## src/rtl/pwm_cfg_sequencer.sv

```systemverilog
// ---------------------------------------------------------------------------
// pwm_cfg_sequencer
//
// Sits between the SPI register-write path and pwm_peripheral. It takes
// single-byte register writes and splits them into two groups:
//   - output enables (0x00, 0x01) are applied on the accepting clock edge;
//   - PWM enables (0x02, 0x03) and duty cycle (0x04) go to shadow registers.
//     The shadow registers are copied to the live registers together, at a
//     PWM period boundary. A PWM period therefore never runs with a
//     half-updated configuration.
// If the PWM is idle and produces no boundary, a timeout forces the commit.
//
// Optional feature, selected with the macro DUTY_RAMP_EN:
//   - undefined: pwm_duty_cycle jumps straight to the committed value.
//   - defined:   pwm_duty_cycle moves toward the committed target on each
//                period_end, by at most RAMP_STEP per period.
//
// Parameters
//   TIMEOUT_CYCLES  cycles spent in PENDING before a forced commit (1..65535)
//   RAMP_STEP       duty step per period, ramp build only (1..255)
//
// Ports
//   clk, rst_n        clock, asynchronous active-low reset
//   wr_valid/ready    write handshake; the write is taken when both are 1
//   wr_addr, wr_data  7-bit register address, 8-bit data
//   period_end        one-cycle strobe on the last PWM counter cycle
//   en_reg_out_*      live output-enable registers (0x00, 0x01)
//   en_reg_pwm_*      live PWM-enable registers (0x02, 0x03, shadowed)
//   pwm_duty_cycle    live duty cycle (0x04, shadowed)
//   pending           shadow holds data that is not yet live
//   commit_pulse      high in the COMMIT cycle; live registers change at its end
//   addr_err          one-cycle pulse after an accepted write to 0x05..0x7F
// ---------------------------------------------------------------------------
module pwm_cfg_sequencer #(
  parameter int unsigned TIMEOUT_CYCLES = 65535,
  parameter int unsigned RAMP_STEP      = 1
) (
  input  logic       clk,
  input  logic       rst_n,
  input  logic       wr_valid,
  output logic       wr_ready,
  input  logic [6:0] wr_addr,
  input  logic [7:0] wr_data,
  input  logic       period_end,
  output logic [7:0] en_reg_out_7_0,
  output logic [7:0] en_reg_out_15_8,
  output logic [7:0] en_reg_pwm_7_0,
  output logic [7:0] en_reg_pwm_15_8,
  output logic [7:0] pwm_duty_cycle,
  output logic       pending,
  output logic       commit_pulse,
  output logic       addr_err
);

  // Parameter sanity checks, done at elaboration.
  if (TIMEOUT_CYCLES == 0 || TIMEOUT_CYCLES > 65535) begin : g_bad_timeout
    $error("pwm_cfg_sequencer: TIMEOUT_CYCLES must be 1..65535");
  end
  if (RAMP_STEP == 0 || RAMP_STEP > 255) begin : g_bad_step
    $error("pwm_cfg_sequencer: RAMP_STEP must be 1..255");
  end

  localparam logic [1:0] ST_IDLE    = 2'd0;
  localparam logic [1:0] ST_PENDING = 2'd1;
  localparam logic [1:0] ST_COMMIT  = 2'd2;

  localparam logic [15:0] TO_LAST = 16'(TIMEOUT_CYCLES - 1);
  localparam logic [15:0] CNT_MAX = 16'hFFFF;

  localparam logic [6:0] A_OUT_LO = 7'h00;
  localparam logic [6:0] A_OUT_HI = 7'h01;
  localparam logic [6:0] A_PWM_LO = 7'h02;
  localparam logic [6:0] A_PWM_HI = 7'h03;
  localparam logic [6:0] A_DUTY   = 7'h04;

  // One shadowed configuration set; the same shape holds the live copy.
  typedef struct packed {
    logic [7:0] en_pwm_lo;
    logic [7:0] en_pwm_hi;
    logic [7:0] duty;
  } cfg_t;

  logic [1:0]  state, state_nxt;
  logic [15:0] to_cnt;
  cfg_t        shadow, live;
  logic [7:0]  en_out_lo, en_out_hi;

  logic accept, shadow_wr, bad_addr, commit_go;

  // -------------------------------------------------------------------------
  // Write decode
  // -------------------------------------------------------------------------
  assign accept    = wr_valid & wr_ready;
  assign shadow_wr = accept && (wr_addr >= A_PWM_LO) && (wr_addr <= A_DUTY);
  assign bad_addr  = wr_addr > A_DUTY;

  // The timeout compare uses the count before this cycle's increment.
  // The first PENDING cycle sees 0, so the commit lands exactly
  // TIMEOUT_CYCLES cycles after PENDING is entered.
  assign commit_go = period_end || (to_cnt == TO_LAST);

  // -------------------------------------------------------------------------
  // FSM
  // -------------------------------------------------------------------------
  always_comb begin
    state_nxt = state;
    case (state)
      // A period_end that arrives together with the first shadow write is
      // deliberately ignored. The commit waits for the next full boundary.
      ST_IDLE:    if (shadow_wr) state_nxt = ST_PENDING;
      ST_PENDING: if (commit_go) state_nxt = ST_COMMIT;
      ST_COMMIT:  state_nxt = ST_IDLE;
      default:    state_nxt = ST_IDLE;
    endcase
  end

  always_ff @(posedge clk or negedge rst_n) begin
    if (!rst_n) state <= ST_IDLE;
    else        state <= state_nxt;
  end

  // wr_ready and commit_pulse come from flops driven by the next state.
  // This keeps them glitch-free for the SPI side and for the PWM.
  always_ff @(posedge clk or negedge rst_n) begin
    if (!rst_n) begin
      wr_ready     <= 1'b1;
      commit_pulse <= 1'b0;
    end else begin
      wr_ready     <= (state_nxt != ST_COMMIT);
      commit_pulse <= (state_nxt == ST_COMMIT);
    end
  end

  // Timeout counter. It runs only in PENDING, saturates and never wraps,
  // and is cleared in every other state (COMMIT included).
  always_ff @(posedge clk or negedge rst_n) begin
    if (!rst_n) begin
      to_cnt <= '0;
    end else if (state == ST_PENDING) begin
      if (to_cnt != CNT_MAX) to_cnt <= to_cnt + 16'd1;
    end else begin
      to_cnt <= '0;
    end
  end

  // -------------------------------------------------------------------------
  // Output-enable registers: never delayed, written in any state that
  // accepts a write.
  // -------------------------------------------------------------------------
  always_ff @(posedge clk or negedge rst_n) begin
    if (!rst_n) begin
      en_out_lo <= '0;
      en_out_hi <= '0;
    end else if (accept) begin
      if (wr_addr == A_OUT_LO) en_out_lo <= wr_data;
      if (wr_addr == A_OUT_HI) en_out_hi <= wr_data;
    end
  end

  // -------------------------------------------------------------------------
  // Shadow registers. If several writes hit the same address, the last one
  // wins. A write taken in the cycle that moves PENDING to COMMIT is already
  // in the shadow when COMMIT copies it.
  // -------------------------------------------------------------------------
  always_ff @(posedge clk or negedge rst_n) begin
    if (!rst_n) begin
      shadow <= '0;
    end else if (accept) begin
      if (wr_addr == A_PWM_LO) shadow.en_pwm_lo <= wr_data;
      if (wr_addr == A_PWM_HI) shadow.en_pwm_hi <= wr_data;
      if (wr_addr == A_DUTY)   shadow.duty      <= wr_data;
    end
  end

  always_ff @(posedge clk or negedge rst_n) begin
    if (!rst_n) addr_err <= 1'b0;
    else        addr_err <= accept && bad_addr;
  end

  // -------------------------------------------------------------------------
  // Live shadowed registers
  // -------------------------------------------------------------------------
`ifdef DUTY_RAMP_EN
  localparam logic [7:0] STEP = 8'(RAMP_STEP);

  logic [7:0] duty_target;
  logic [7:0] ramp_gap, ramp_inc;
  logic       ramp_up;

  // Step size is min(STEP, distance to target). The duty therefore never
  // overshoots the target and never wraps past 0x00 or 0xFF.
  always_comb begin
    ramp_up  = duty_target > live.duty;
    ramp_gap = ramp_up ? (duty_target - live.duty) : (live.duty - duty_target);
    ramp_inc = (ramp_gap < STEP) ? ramp_gap : STEP;
  end

  always_ff @(posedge clk or negedge rst_n) begin
    if (!rst_n) begin
      live        <= '0;
      duty_target <= '0;
    end else begin
      if (state == ST_COMMIT) begin
        live.en_pwm_lo <= shadow.en_pwm_lo;
        live.en_pwm_hi <= shadow.en_pwm_hi;
        duty_target    <= shadow.duty;
      end
      // The ramp follows the target that is in force now. A target loaded
      // in this same cycle takes effect from the next boundary onward.
      if (period_end && (ramp_gap != 8'd0)) begin
        live.duty <= ramp_up ? (live.duty + ramp_inc) : (live.duty - ramp_inc);
      end
    end
  end

  // pending stays high while the duty cycle is still ramping toward its target.
  assign pending = (state != ST_IDLE) || (live.duty != duty_target);
`else
  always_ff @(posedge clk or negedge rst_n) begin
    if (!rst_n)                  live <= '0;
    else if (state == ST_COMMIT) live <= shadow;
  end

  // The shadow is still uncommitted during the COMMIT cycle itself.
  assign pending = (state != ST_IDLE);
`endif

  assign en_reg_out_7_0  = en_out_lo;
  assign en_reg_out_15_8 = en_out_hi;
  assign en_reg_pwm_7_0  = live.en_pwm_lo;
  assign en_reg_pwm_15_8 = live.en_pwm_hi;
  assign pwm_duty_cycle  = live.duty;

endmodule

```

## config.mk

```make
export PLATFORM = sky130hd
export DESIGN_NAME = pwm_cfg_sequencer
export DESIGN_NICKNAME = d
export VERILOG_FILES = /design/src/rtl/pwm_cfg_sequencer.sv
export SDC_FILE = /design/constraint.sdc
export NUM_CORES = 1
export LEC_CHECK = 0
export ABC_AREA = 1
export BUFFER_PORTS_ARGS = -buffer_cell sky130_fd_sc_hd__buf_2
export CORE_ASPECT_RATIO = 0.75
export CORE_UTILIZATION = 60
export DETAILED_ROUTE_END_ITERATION = 8
export PLACE_DENSITY_LB_ADDON = 0.25
export RECOVER_POWER = 25
export SYNTH_ARGS = -nofsm -noshare
export SYNTH_HDL_FRONTEND = slang
export SYNTH_SLANG_ARGS = --single-unit
```

## constraint.sdc

```tcl
create_clock -name clk -period 2.4 [get_ports clk]
set_clock_uncertainty 0.1 [all_clocks]
set_input_delay 0 -clock clk [delete_from_list [all_inputs] [get_ports clk]]
set_output_delay 0 -clock clk [all_outputs]
set_load 0.01 [all_outputs]
```

# Yosys cells after proc, flatten, opt, wreduce, memory -nomap -nowiden
# Cells that the tools add are included.
# op_classes
n_addsub,1
n_lt_le_gt_ge,3
eq_ne,11
n_mux,5
n_bitwise,1
reduce_logical,12
# ops
cell,count
16-bit 2-to-1 mux,2
"16-bit by 1-bit adder with 16-bit output, second input constant",1
"16-bit == test, second input constant",1
"16-bit inequality test, second input constant",1
"7-bit by 2-bit == test with 1-bit output, second input constant",2
2-bit AND reduction,5
"7-bit by 1-bit == test with 1-bit output, second input constant",1
"7-bit by 3-bit == test with 1-bit output, second input constant",1
"7-bit by 2-bit greater-or-equal comparator with 1-bit output, second input constant",1
"7-bit by 3-bit > comparator with 1-bit output, second input constant",1
"7-bit by 3-bit <= comparator with 1-bit output, second input constant",1
7-bit logical NOT,1
"2-bit == test, second input constant",2
2-bit 2-to-1 mux,2
2-bit one-hot mux with 2 select lines,1
1-bit logical AND,3
"2-bit by 1-bit == test with 1-bit output, second input constant",1
2-bit logical NOT,1
"2-bit by 1-bit inequality test with 1-bit output, second input constant",1
"2-bit inequality test, second input constant",1
2-bit nonzero test,1
1-bit AND,1
1-bit logical OR,1
# totals
register_bits,85
out_inout_bits,44
wordCells,46

# Logic depth before layout (Yosys ltp)
# Gate-level depths: netlist of the first run.
# depth
depth_word,6
ltp_mapped,8
depth_no_buf,8

# Least setup slack after synthesis of the first run
# OpenSTA, ideal clock, no wires.
# synth_timing
kind,reg-to-reg
start,reg wr_ready
end,reg shadow[0] in the netlist's numbering
t_arrival_ns,1.314
required_time_ns,2.183
path_slack_ns,0.869
stages_incl_launch_ff,6
synth_period_minus_slack_ns,1.531
path_cell_list,dfstp_2 -> nand2_1 -> nor3_2 -> nand2_4 -> nand2_1 -> nand2_1
# synth_via
elab_chain_cells,2
# synth_lines
item,line_no,rtl
"start, declared",41,"output logic wr_ready,"
"start signal, assigned",129,wr_ready <= (state_nxt != ST_COMMIT);
1-bit AND,93,assign accept = wr_valid & wr_ready;
2-bit AND reduction (no line),-,
"end, declared",85,"cfg_t shadow, live;"
# No other way between the ends.
# A chain may end at the register's enable or synchronous reset.

# Worst setup path in the final report of the first run
# layout_timing
start,reg wr_ready
end,reg shadow[4] in the netlist's numbering
# The elaborated chain is that of the path after synthesis.

==> impl_metrics.py, run 1 <==
metrics = {
    "outcome": {
        "outcome": "completed",
    },
    "floorplan": {
        "design.die.area_mm2": 0.00671,
        "num_rows": 24,
        "die_x_um": 94.3,
        "initial_utilization": 0.641,
        "num_io_pins": 63,
        "core_area_mm2": 0.00598,
        "chipHeight_um": 71.2,
    },
    "synth": {
        "synth_commonest_cells": "nand2_1, dfrtp_1, inv_1",
        "synth-seq-cells": 85,
        "synth_most_common_cell": "nand2_1",
        "ys_types": 30,
        "synthFlopType": "dfrtp_1",
        "synth_cells": 381,
        "async_reset_ff_frac": 1.00,
        "synthTopCellsByArea": "dfrtp_1, nand2_1, mux2_2, o21ai_2, nand3_1",
        "synth_seq_area_share": 0.556,
        "synth_top_cell_area_share": 0.549,
        "synthesis.area_mm2": 0.00383,
        "yosys.area.top_type": "dfrtp_1",
        "synth_nets": 402,
        "ys.warnings.count": 0,
        "syn_avg_cell_area_um2": 10.1,
        "synth-edff-count": 0,
    },
    "flow_run": {
        "cap_violations": 0,
    },
    "detailed_routing": {
        "routed_via_density": 5.46,
        "drt-initial-drc-count": 234,
        "routed_wl_mm": 8.99,
        "ant_nets": 0,
        "drcViolationCount": 0,
        "routedWlPerCell_um": 16.2,
        "dr.pass1.iters": 5,
        "vias": 3036,
    },
    "worst_setup_path": {
        "crit_arrival_ns": 2.43,
        "cp_cell_sequence": "nand2_1 > nor3_2 > nand3_1 > dlygate4sd3_1 > nand2_1",
        "reg2reg_setup_slack_ns": 0.17,
        "worstPathRequired_ns": 2.60,
        "worstSetupPathType": "reg2reg",
        "crit_slowest_cell": "dlygate4sd3_1",
        "crit_family": "simple AND/OR/NAND/NOR gates",
        "slowest_delay_ns": 0.61,
        "path_max_fanout": 9,
        "crit_top_cell": "nand2_1",
        "cp-end-kind": "flop",
        "critPathBufInv": 1,
        "cp-start-kind": "flop",
    },
    "sta": {
        "setup_viol": 0,
        "relSlewSlack": 0.287,
        "rsz0062_at_grt": "false",
        "fin_tns_setup_ns": 0,
        "slew_viol_final": 0,
        "finalCritPeriodShare": 0.929,
        "hold_viol": 0,
        "period_minus_slack_ns": 2.23,
        "worst_slew_pin_slew_ns": 1.07,
        "clock.fmax_ghz": 0.448,
    },
    "power_and_ir_drop": {
        "power_density_mw_per_mm2": 628,
        "power.leakage_nw": 2.52,
        "peakVddDrop_mv": 0.369,
    },
    "finish": {
        "multi_input_area_mm2": 0.00148,
        "fill_cells": 399,
        "regArea_mm2": 0.00213,
        "layout-drive-gt1-share": 0.326,
        "area_delta_synth_final_pct": 21.6,
        "n_antenna_cell": 0,
        "fin_cells": 556,
        "finalNetCount": 494,
    },
    "clock_network": {
        "ctsLongestPathBuffers": 2,
        "cts_buffers": 9,
        "insertion_delay_ns": 0.35,
        "cts_resized": 0,
        "cts_tree": "built",
        "clk_pin_slew_ns": 0.09,
        "clock_sinks": 85,
        "htreeDepth": 3,
        "cts_root_buf": "clkbuf_8",
    },
    "grt": {
        "grt_pass1_vias": 2973,
        "grt_start_max_net_pins": 51,
        "grt_pass1_wl_mm": 14.6,
        "overflow": 0,
        "grt.total_usage": 0.298,
        "antenna_found_initial": 0,
    },
    "placed_design": {
        "gp_congestion": 0.932,
        "dp_hpwl_mm": 6.08,
        "place_inst": 515,
        "portBuffers": 62,
    },
    "hold_path": {
        "min_path_type": "in2reg",
    },
}
==> power by group <==
part           switching (mW)  internal [mW]
clock network           0.508          0.570
logic                   0.170          0.117
registers              0.0471           1.51
total                   0.726           2.20
==> worst paths after layout <==
path / from / end / cells after the start
setup / recovery: wr_ready / shadow[4] / 5
hold / removal: wr_addr[0] / shadow[0] / 5
setup reg to reg: wr_ready / shadow[4] / 5
hold reg to reg: shadow[13] / shadow[13] / 2
max in group asynchronous: rst_n / en_reg_pwm_15_8[0] / 3
min in group asynchronous: rst_n / pwm_duty_cycle[3] / 2
==> logic make-up after synthesis <==
group / after synthesis / synth area share
XOR/XNOR: 1 / 0.00229
flip-flops: 85 / 0.556
AO/OA/AOI/OAI: 44 / 0.0836
buffers and inverters: 50 / 0.0588
multiplexers: 24 / 0.0705
AND/OR/NAND/NOR: 175 / 0.223
adder cells (fa/ha/maj): 2 / 0.00653
==> flip-flops by register name, summed over array words and instances, names as in the netlist <==
name	flops
commit_pulse	1
addr_err	1
en_reg_out_7_0	8
shadow	24
en_reg_pwm_7_0	8
pwm_duty_cycle	8
en_reg_out_15_8	8
state	2
wr_ready	1
to_cnt	16
en_reg_pwm_15_8	8
==> through the flow <==
stage                     setup WS (ns)  hold slack, ns  power [mW]   util  area, um2
after floorplan                   0.869          -0.396        1.71      -       3830
after global placement            0.798          -0.111        1.83  0.704       4210
after detailed placement          0.701          -0.111        1.85  0.704       4210
after CTS                         0.231          0.0135        2.94  0.782       4670
after global routing             0.0732          0.0689        3.04  0.779       4660
final                             0.169          0.0530        2.92  0.779       4660
==> what timing repair did <==
action,in CTS,in global routing
hold endpoints to repair,128,0
setup endpoints to repair,0,0
hold buffers,25,0
buffers inserted,0,0
==> tightest hold or removal path, cell delays in order <==
cell and delay (ns):
buf_2 0.12, nor3_2 0.11, nand2_4 0.14, nand2_1 0.06, nand2_1 0.05
==> placed cells by master, fill, tap and decap left out, drive strengths merged, types with 13 or more instances in the layout <==
cell type / Yosys / final
nand3: 36 / 36
clkbuf: 0 / 13
dlygate4sd3: 0 / 25
nor2: 19 / 19
mux2: 24 / 24
nand2: 106 / 106
o21ai: 38 / 38
dfrtp: 84 / 84
buf: 9 / 64
inv: 40 / 41
==> area by class of cell <==
cell class,count,share of cell area
Clock inverter,4,0.0113
Sequential cell,85,0.457
Multi-Input combinational cell,246,0.317
Timing Repair Buffer,90,0.125
Clock buffer,12,0.0355
Inverter,41,0.0333
Tap cell,78,0.0210
==> metal layers <==
metal	global-route usage	wire length, um
met3	0.0731	503
met2	0.483	4340
met1	0.406	4000
met5	0	0
met4	0.0735	149
(Power assumes the default switching activity.)
==> run 2: changes to the inputs <==
--- a/config.mk
+++ b/config.mk
@@ -5,10 +5,9 @@
 export SDC_FILE = /design/constraint.sdc
 export NUM_CORES = 1
 export LEC_CHECK = 0
-export ABC_AREA = 1
 export BUFFER_PORTS_ARGS = -buffer_cell sky130_fd_sc_hd__buf_2
 export CORE_ASPECT_RATIO = 0.75
-export CORE_UTILIZATION = 60
+export CORE_UTILIZATION = 55
 export DETAILED_ROUTE_END_ITERATION = 8
 export PLACE_DENSITY_LB_ADDON = 0.25
 export RECOVER_POWER = 25
==> constraint.sdc (replaced) <==
create_clock -name clk -period 2.5 [get_ports clk]
set_clock_uncertainty 0.1 [all_clocks]
set_input_delay 0 -clock clk [delete_from_list [all_inputs] [get_ports clk]]
set_output_delay 0 -clock clk [all_outputs]
set_load 0.01 [all_outputs]
==> impl_metrics.py, run 2 <==
metrics = {
    "synth": {
        "yosys.area.top_type": "dfrtp_1",
        "synthFlopType": "dfrtp_1",
        "synth-edff-count": 0,
        "ys_types": 36,
        "synthesis.area_mm2": 0.00352,
        "synth_cells": 253,
        "synth-seq-cells": 85,
        "synth_nets": 274,
        "syn_avg_cell_area_um2": 13.9,
        "ys.warnings.count": 0,
        "synth_commonest_cells": "dfrtp_1, mux2_2, nor2_1",
        "synth_most_common_cell": "dfrtp_1",
        "synthTopCellsByArea": "dfrtp_1, mux2_2, nor2_1, nand4_1, nor3b_4",
        "async_reset_ff_frac": 1.00,
        "synth_top_cell_area_share": 0.597,
        "synth_seq_area_share": 0.604,
    },
    "finish": {
        "fill_cells": 417,
        "largest_reg_flops": 24,
        "finalNetCount": 355,
        "mostFrequentLayoutCell": "dfrtp_1",
        "postLayoutCoreUtil": 0.714,
        "multi_input_area_mm2": 0.00136,
        "final_cell_mix": "dfrtp_1, mux2_2, buf_2",
        "reg_top3": "shadow: 24 flops, to_cnt: 16 flops",
        "regArea_mm2": 0.00213,
        "largest_register": "shadow",
        "area_delta_synth_final_pct": 21.9,
        "layout-drive-gt1-share": 0.434,
        "n_antenna_cell": 0,
    },
    "sta": {
        "fin_tns_setup_ns": 0,
        "hold_viol": 0,
        "rsz0062_at_grt": "false",
        "period_minus_slack_ns": 2.17,
        "slew_viol_final": 0,
        "setup_viol": 0,
        "clock.fmax_ghz": 0.461,
        "worst_slew_pin_slew_ns": 1.23,
        "finalCritPeriodShare": 0.868,
        "relSlewSlack": 0.179,
    },
    "clock_network": {
        "ctsLongestPathBuffers": 2,
        "cts_buffers": 9,
        "cts_tree": "built",
        "clock_sinks": 85,
        "insertion_delay_ns": 0.35,
        "clk_pin_slew_ns": 0.09,
        "post_cts_buffers": 0,
        "htreeDepth": 3,
        "cts_root_buf": "clkbuf_8",
    },
    "grt": {
        "grt_pass1_wl_mm": 12.0,
        "grt_start_max_net_pins": 51,
        "antenna_found_initial": 0,
        "grt.total_usage": 0.244,
        "grt_pass1_vias": 2313,
        "overflow": 0,
    },
    "power_and_ir_drop": {
        "peakVddDrop_mv": 0.378,
        "power.leakage_nw": 2.18,
        "power_density_mw_per_mm2": 649,
    },
    "worst_setup_path": {
        "crit_arrival_ns": 2.30,
        "cp-end-kind": "flop",
        "crit_slowest_cell": "dfstp_2",
        "cp_cell_sequence": "nand2_1 > or3b_4 > nor3b_4 > mux2_2",
        "slowest_delay_ns": 0.55,
        "worstPathRequired_ns": 2.63,
        "worstSetupPathType": "reg2reg",
        "cp-start-kind": "flop",
        "path_max_fanout": 8,
    },
    "hold_path": {
        "min_path_type": "in2reg",
    },
    "floorplan": {
        "core_area_mm2": 0.00601,
        "num_rows": 24,
        "die_x_um": 94.4,
        "num_io_pins": 63,
        "chipHeight_um": 71.3,
        "design.die.area_mm2": 0.00673,
        "initial_utilization": 0.586,
    },
    "detailed_routing": {
        "routedWlPerCell_um": 17.6,
        "routed_wl_mm": 7.34,
        "drcViolationCount": 0,
        "ant_nets": 0,
        "drt-initial-drc-count": 128,
        "vias": 2372,
        "dr.pass1.iters": 4,
        "routed_via_density": 5.69,
    },
    "placed_design": {
        "portBuffers": 62,
        "gp_congestion": 0.800,
        "dp_hpwl_mm": 4.80,
    },
    "outcome": {
        "outcome": "completed",
    },
    "flow_run": {
        "cap_violations": 0,
    },
}
run 2: path summary, 6_finish.rpt:
path | startpoint | end | slack [ns] | cells past startpoint
hold / removal | wr_addr[1] | state[0] | 0.10 | 4
setup / recovery | wr_ready | shadow[21] | 0.33 | 4
setup reg to reg | wr_ready | shadow[21] | 0.33 | 4
max in group asynchronous | rst_n | to_cnt[2] | 1.17 | 3
hold reg to reg | shadow[14] | en_reg_pwm_15_8[6] | 0.41 | 1
min in group asynchronous | rst_n | to_cnt[7] | 0.34 | 2
run 2: kinds of logic (layout without fill, tap and decap cells):
group / Yosys count / count (layout) / synth area share
multiplexers: 66 / 66 / 0.210
AND/OR/NAND/NOR: 59 / 59 / 0.105
adder cells (fa/ha/maj): 2 / 2 / 0.00711
XOR/XNOR: 3 / 3 / 0.00746
buffers and inverters: 10 / 96 / 0.0107
AO/OA/AOI/OAI: 28 / 28 / 0.0547
flip-flops: 85 / 85 / 0.604
run 2: power breakdown:
group / total (mW) / leakage (nW) / internal, mW / switching [mW]
logic: 0.217 / 0.905 / 0.108 / 0.109
registers: 1.48 / 1.17 / 1.44 / 0.0374
clock network: 1.09 / 0.113 / 0.597 / 0.490
total: 2.78 / 2.18 / 2.15 / 0.637
run 2: repair_timing:
action / 4_1_cts / 5_1_grt
resized for setup: 0 / 0
endpoints found under the hold margin: 94 / 0
hold buffers: 13 / 0
run 2: final cells by class:
class,instances,share of cell area
tap,78,0.0227
inverter,2,0.00175
clock buffer,10,0.0321
timing repair buffer,78,0.110
sequential,85,0.496
clock inverter,6,0.0219
multi-input combinational,158,0.316
run 2: critical path: cells and delay by family (launching register included):
kind	cells	cell delay, ns
and+or+nand+nor	3	1.00
DFF	1	0.55
muxes	1	0.40
run 2: through the flow:
step / hold slack (ns) / worst slack (ns) / instances / total power, mW / instance area [um2]
finish: 0.103 / 0.331 / 417 / 2.78 / 4290
global placement: -0.0348 / 0.446 / 388 / 1.70 / 3940
global route: 0.108 / 0.254 / 417 / 2.89 / 4290
CTS: 0.0569 / 0.336 / 417 / 2.81 / 4300
detailed placement: -0.0349 / 0.355 / 388 / 1.71 / 3940
floorplan: -0.396 / 0.507 / 253 / 1.59 / 3520
run 2: routing by layer:
layer / track usage / wire [um] / share of wire / vias to the layer above
met2: 0.366 / 3420 / 0.47 / 85
li1: - / - / - / 1101
met5: 0 / 0 / 0 / -
met4: 0.0650 / 48 / 0.0065 / 0
met1: 0.341 / 3450 / 0.47 / 1179
met3: 0.0849 / 416 / 0.057 / 7
